[src/rtl/rst_sequencer_pkg.sv]
// Shared definitions for the reset sequencer: reset-cause codes, the
// sequencer state encoding and a counter sizing helper.
package rst_sequencer_pkg;

    // Cause of the most recent reset, shown on the status display.
    localparam logic [1:0] CAUSE_POR  = 2'b01;
    localparam logic [1:0] CAUSE_BTN  = 2'b10;
    localparam logic [1:0] CAUSE_SOFT = 2'b11;

    typedef enum logic [1:0] {
        ST_HOLD    = 2'd0,
        ST_STRETCH = 2'd1,
        ST_RELEASE = 2'd2,
        ST_RUN     = 2'd3
    } rst_state_t;

    // Bits needed to hold values 0..max_count (never less than one bit).
    function automatic int cnt_width(input int max_count);
        return (max_count < 2) ? 1 : $clog2(max_count + 1);
    endfunction

endpackage

[src/rtl/sync_debounce.sv]
// Synchronizer plus debouncer for an active-low, bouncy, asynchronous input.
// The output only follows the input once it has been stable for
// DEBOUNCE_CYCLES consecutive synchronized samples. Both the synchronizer
// and the debounced level come out of reset high (button not pressed).
module sync_debounce
    import rst_sequencer_pkg::*;
#(
    parameter int SYNC_STAGES     = 2,
    parameter int DEBOUNCE_CYCLES = 1200
) (
    input  logic clk,
    input  logic reset_n,
    input  logic din_async,
    output logic dout
);

    localparam int            CW       = cnt_width(DEBOUNCE_CYCLES - 1);
    localparam logic [CW-1:0] CNT_LAST = CW'(DEBOUNCE_CYCLES - 1);

    logic [SYNC_STAGES-1:0] sync_q;
    logic                   level_q;
    logic [CW-1:0]          cnt_q;
    logic                   synced;

    assign synced = sync_q[SYNC_STAGES-1];

    // Metastability chain bringing the raw pin into the clk domain.
    always_ff @(posedge clk or negedge reset_n) begin
        if (!reset_n) begin
            sync_q <= '1;
        end else begin
            sync_q <= {sync_q[SYNC_STAGES-2:0], din_async};
        end
    end

    // Count consecutive samples that disagree with the accepted level; any
    // agreeing sample clears the count, so a bounce restarts the wait.
    always_ff @(posedge clk or negedge reset_n) begin
        if (!reset_n) begin
            level_q <= 1'b1;
            cnt_q   <= '0;
        end else if (synced != level_q) begin
            if (cnt_q == CNT_LAST) begin
                level_q <= ~level_q;
                cnt_q   <= '0;
            end else begin
                cnt_q <= cnt_q + 1'b1;
            end
        end else begin
            cnt_q <= '0;
        end
    end

    // The accepted level drives the output directly.
    always_comb begin
        dout = level_q;
    end

endmodule

[src/rtl/rst_sequencer.sv]
// Reset sequencer: asserts all downstream resets asynchronously with the
// board reset, then releases them synchronously after a stretch, one output
// at a time, STAGE_GAP cycles apart. A debounced push button or a soft-reset
// pulse restarts the sequence from the stretch phase; the last cause is held
// for status readout.
//
// Handshake note: soft_rst is a plain single-cycle request sampled on clk;
// there is no acknowledge. The button request is level-based: while the
// debounced button is held low the sequence is parked at stretch count 0.
module rst_sequencer
    import rst_sequencer_pkg::*;
#(
    parameter int SYNC_STAGES     = 2,
    parameter int STRETCH_CYCLES  = 16,
    parameter int NUM_OUTS        = 3,
    parameter int STAGE_GAP       = 4,
    parameter int DEBOUNCE_CYCLES = 1200
) (
    input  logic                clk,
    input  logic                reset_n,
    input  logic                btn_rst_n,
    input  logic                soft_rst,
    output logic [NUM_OUTS-1:0] rst_out_n,
    output logic                ready,
    output logic [1:0]          rst_cause
);

    localparam int                  SW           = cnt_width(STRETCH_CYCLES);
    localparam int                  GW           = cnt_width(STAGE_GAP - 1);
    localparam logic [SW-1:0]       STRETCH_LAST = SW'(STRETCH_CYCLES - 1);
    localparam logic [GW-1:0]       GAP_LAST     = GW'(STAGE_GAP - 1);
    localparam logic [NUM_OUTS-1:0] FIRST_BIT    = NUM_OUTS'(1);

    logic [SYNC_STAGES-1:0] rst_sync_q;
    logic                   rst_synced;
    logic                   btn_db;
    logic                   restart;

    rst_state_t             state_q, state_d;
    logic [SW-1:0]          stretch_q, stretch_d;
    logic [GW-1:0]          gap_q, gap_d;
    logic [NUM_OUTS-1:0]    rel_q, rel_d;
    logic [1:0]             cause_q, cause_d;

    // Board reset release synchronizer: asserts asynchronously, releases
    // SYNC_STAGES edges after reset_n rises.
    always_ff @(posedge clk or negedge reset_n) begin
        if (!reset_n) begin
            rst_sync_q <= '0;
        end else begin
            rst_sync_q <= {rst_sync_q[SYNC_STAGES-2:0], 1'b1};
        end
    end

    assign rst_synced = rst_sync_q[SYNC_STAGES-1];

    sync_debounce #(
        .SYNC_STAGES     (SYNC_STAGES),
        .DEBOUNCE_CYCLES (DEBOUNCE_CYCLES)
    ) u_btn_debounce (
        .clk       (clk),
        .reset_n   (reset_n),
        .din_async (btn_rst_n),
        .dout      (btn_db)
    );

    // Restart requests only count once the sequencer has left HOLD.
    assign restart = (state_q != ST_HOLD) && (!btn_db || soft_rst);

    // State register together with the stretch/stage counters and cause.
    always_ff @(posedge clk or negedge reset_n) begin
        if (!reset_n) begin
            state_q   <= ST_HOLD;
            stretch_q <= '0;
            gap_q     <= '0;
            rel_q     <= '0;
            cause_q   <= CAUSE_POR;
        end else begin
            state_q   <= state_d;
            stretch_q <= stretch_d;
            gap_q     <= gap_d;
            rel_q     <= rel_d;
            cause_q   <= cause_d;
        end
    end

    // Next-state and counter update; a restart overrides every state.
    always_comb begin
        state_d   = state_q;
        stretch_d = stretch_q;
        gap_d     = gap_q;
        rel_d     = rel_q;
        cause_d   = cause_q;

        case (state_q)
            ST_HOLD: begin
                // The edge that leaves HOLD is the first stretch edge.
                if (rst_synced) begin
                    if (STRETCH_CYCLES == 1) begin
                        state_d = ST_RELEASE;
                        rel_d   = FIRST_BIT;
                        gap_d   = '0;
                    end else begin
                        state_d   = ST_STRETCH;
                        stretch_d = SW'(1);
                    end
                end
            end
            ST_STRETCH: begin
                if (stretch_q >= STRETCH_LAST) begin
                    state_d   = ST_RELEASE;
                    stretch_d = '0;
                    rel_d     = FIRST_BIT;
                    gap_d     = '0;
                end else begin
                    stretch_d = stretch_q + 1'b1;
                end
            end
            ST_RELEASE: begin
                if (&rel_q) begin
                    state_d = ST_RUN;
                end else if (gap_q >= GAP_LAST) begin
                    rel_d = (rel_q << 1) | FIRST_BIT;
                    gap_d = '0;
                end else begin
                    gap_d = gap_q + 1'b1;
                end
            end
            ST_RUN: begin
                state_d = ST_RUN;
            end
            default: begin
                state_d = ST_HOLD;
            end
        endcase

        if (restart) begin
            state_d   = ST_STRETCH;
            stretch_d = '0;
            gap_d     = '0;
            rel_d     = '0;
            cause_d   = !btn_db ? CAUSE_BTN : CAUSE_SOFT;
        end
    end

    // Outputs: released bits, ready once in RUN, and the latched cause.
    always_comb begin
        rst_out_n = rel_q;
        ready     = (state_q == ST_RUN);
        rst_cause = cause_q;
    end

endmodule

[config.mk]
export PLATFORM = sky130hd
export DESIGN_NAME = rst_sequencer
export DESIGN_NICKNAME = d
export VERILOG_FILES = /design/src/rtl/rst_sequencer_pkg.sv /design/src/rtl/sync_debounce.sv /design/src/rtl/rst_sequencer.sv
export SDC_FILE = /design/constraint.sdc
export NUM_CORES = 1
export LEC_CHECK = 0
export ABC_AREA = 1
export CORE_MARGIN = 5
export CORE_UTILIZATION = 30
export CTS_CLUSTER_SIZE = 25
export DETAILED_ROUTE_END_ITERATION = 12
export PLACE_DENSITY = 0.5
export SKIP_LAST_GASP = 1
export SLEW_MARGIN = 20
export SYNTH_ARGS = -nofsm -noshare
export SYNTH_HDL_FRONTEND = slang
export SYNTH_SLANG_ARGS = --single-unit
[constraint.sdc]
create_clock -name clk -period 2.9 [get_ports clk]
set_input_delay 0.58 -clock clk [delete_from_list [all_inputs] [get_ports clk]]
set_output_delay 0.58 -clock clk [all_outputs]
set_load 0.02 [all_outputs]
==> results.yml <==
run_status:
  status: "complete, no violations"
worst_setup_path:
  end_kind: "output port"
  critPathRequiredTime_ns: 2.32
  startpoint_type: "flip-flop"
  arrival_ns: 1.48
  cp_max_fo: 4
  critPathKind: "flip-flop to output port"
pwr:
  power.density_mw_per_mm2: 466
  cellLeakagePower_nw: 0.839
  p_sw_mw: 0.174
  p_comb_share_pct: 3.0
  power.share.switching_pct: 20.5
  p_clk_share_pct: 46.4
  totalPowerFinal_mw: 0.849
  peakVddDrop_mv: 0.277
  p_seq_share_pct: 50.7
  p_int_mw: 0.675
cells_and_area:
  num-nets-final: 200
  drive_above_1_share_pct: 15.5
  antenna_cells: 0
  fin_cells: 263
  area_growth_pct: 19.3
clock_tree:
  clkLatencyLatePin_ns: 0.28
  cts_buffer_depth: 2
  cts.clk_slew.worst_paths_ns: 0.07
  cts_tree: "built"
  cts_max_level: 2
  clock-root-buffer: "clkbuf_8"
  post_cts_resized: 0
  hold_buffers: 0
  cts.sinks: 30
  cts_buffers: 5
  post_cts_buffers: 0
floorplan:
  ios: 10
  die_h_um: 81.4
  die_area_mm2: 0.00662
  std_cell_rows: 26
  start_util_pct: 30.3
  die_x_um: 81.4
  core_mm2: 0.00504
synthesis:
  synth_ff_type: "dfrtp_1"
  syn-cell-area_mm2: 0.00153
  synthTopCellsByCount: "34 x nand2_1, 26 x dfrtp_1, 21 x inv_1"
  synth_top_cell_area_share_pct: 42.6
  yosys.area.top_type: "dfrtp_1"
  ys.warnings.count: 0
  avgSynthCellArea_um2: 8.74
  synth_most_common_cell: "nand2_1"
  synth-edff-count: 0
  yosys-top-cells-area: "dfrtp_1 43%, nand2_1 8.3%, dfstp_2 6.9%"
  ys_ff_latch: 30
  synth_cells: 175
  synth.distinct_cells: 29
  yosysSeqAreaShare_pct: 49.4
  syn-num-nets: 183
  async_flop_share_pct: 100
placement:
  gp_congestion: 0.757
  hpwl_um: 2120
  port_buffers: 9
  dpl.cell_count: 255
global_route:
  grtUsageTotal_pct: 10.3
  first_global_vias: 1138
  antenna_found_initial: 0
  gr-total-overflow: 0
  grt_pass1_wl_um: 5160
  grt_max_degree: 31
detailed_routing:
  vias: 1172
  ant_nets: 0
  routed_wirelength_um: 2820
  vias_per_cell: 4.46
  met1Wirelength_um: 1320
  drc: 0
  wire_per_inst_um: 10.7
  drtPass1Iterations: 4
  met3_length_um: 109
  dr_wl_met2_um: 1320
  initialDrtViolationCount: 25
  highest_layer: "met4"
timing:
  max_freq_mhz: 485
  skew_ns: 0.00638
  period_share_pct: 71.0
  rsz0062_at_grt: "no"
  finalHoldViolCount: 0
  fin_crit_ns: 2.06
  finalMaxSlewViolations: 0
  setup_viol: 0
  setup_tns_ns: 0
hold_path:
  worstHoldPathType: "flip-flop to flip-flop"
run:
  cap_violations: 0
==> area by class of cell <==
class	instances	area (µm²)
inverter	24	90.1
multi-input combinational	121	683
timing repair buffer	10	97.6
clock buffer	8	110
fill	539	3220
sequential	30	756
tap	70	87.6
==> worst paths after layout <==
kind / start / end / slack (ns) / cells after the start
max: state_q[0] / ready / 0.84 / 3
min: rst_sync_q[0] / rst_sync_q[1] / 0.35 / 0
max reg2reg: stretch_q[0] / gap_q[0] / 1.29 / 9
min reg2reg: rst_sync_q[0] / rst_sync_q[1] / 0.35 / 0
max in group asynchronous: reset_n / rst_cause[0] / 1.90 / 2
min in group asynchronous: reset_n / state_q[0] / 0.67 / 2
==> cells in the final DEF, fill, tap and decap left out, types with 2 or more instances in the layout <==
cell              n
a21oi_1           2
clkbuf_8          8
clkdlybuf4s50_1   9
dfrtp_1          26
dfstp_2           4
ha_1              4
inv_1            21
inv_2             3
nand2_1          34
nand2_2           6
nand3_1          13
nand4_1           8
nor2_1           20
nor2_4            2
nor3_1            3
o21ai_0           5
o21ai_1           4
o21bai_1          2
xnor2_1           3
xor2_1            4
==> worst max-delay path, stage by stage, from the launching register on <==
cell and delay [ns]:
dfrtp_1 0.46, nand2_1 0.09, inv_1 0.06, clkdlybuf4s50_1 0.60
==> cell families after synthesis <==
group,count (synthesis),synth area share (%)
simple gates,93,30.9
buf+inv,24,5.89
fa+ha+maj,4,3.27
compound gates,15,5.56
other cells,1,0.245
xor+xnor,7,4.01
mux,1,0.736
flops,30,49.4
==> power groups by stage <==
stage          Clock (mW)  Combinational [mW]  Sequential (mW)
2_1_floorplan           0              0.0109            0.437
3_3_place_gp            0              0.0266            0.438
3_5_place_dp            0              0.0266            0.438
4_1_cts             0.408              0.0267            0.430
5_1_grt             0.431              0.0309            0.431
6_report            0.394              0.0252            0.430
==> registers in the layout, summed over array words and instances, names as in the netlist <==
name                   count
u_btn_debounce.cnt_q      11
rst_out_n                  3
gap_q                      2
u_btn_debounce.sync_q      2
rst_sync_q                 2
stretch_q                  5
u_btn_debounce.dout        1
state_q                    2
rst_cause                  2
==> metrics by stage <==
stage / utilization (%) / hold WS, ns / worst slack (ns) / instance area [µm²]
after floorplan: - / 0.284 / 1.45 / 1530
after global placement: 34.0 / 0.331 / 1.07 / 1710
after detailed placement: 34.0 / 0.340 / 1.03 / 1710
after CTS: 36.2 / 0.355 / 0.814 / 1820
after global routing: 36.2 / 0.368 / 0.752 / 1820
final: 36.2 / 0.350 / 0.840 / 1820
==> metal layers <==
layer / GRT usage, % / up-vias
li1: - / 600
met1: 13.1 / 552
met2: 15.5 / 15
met3: 3.44 / 5
met4: 5.07 / 0
met5: 0 / -
(Power assumes the default switching activity.)
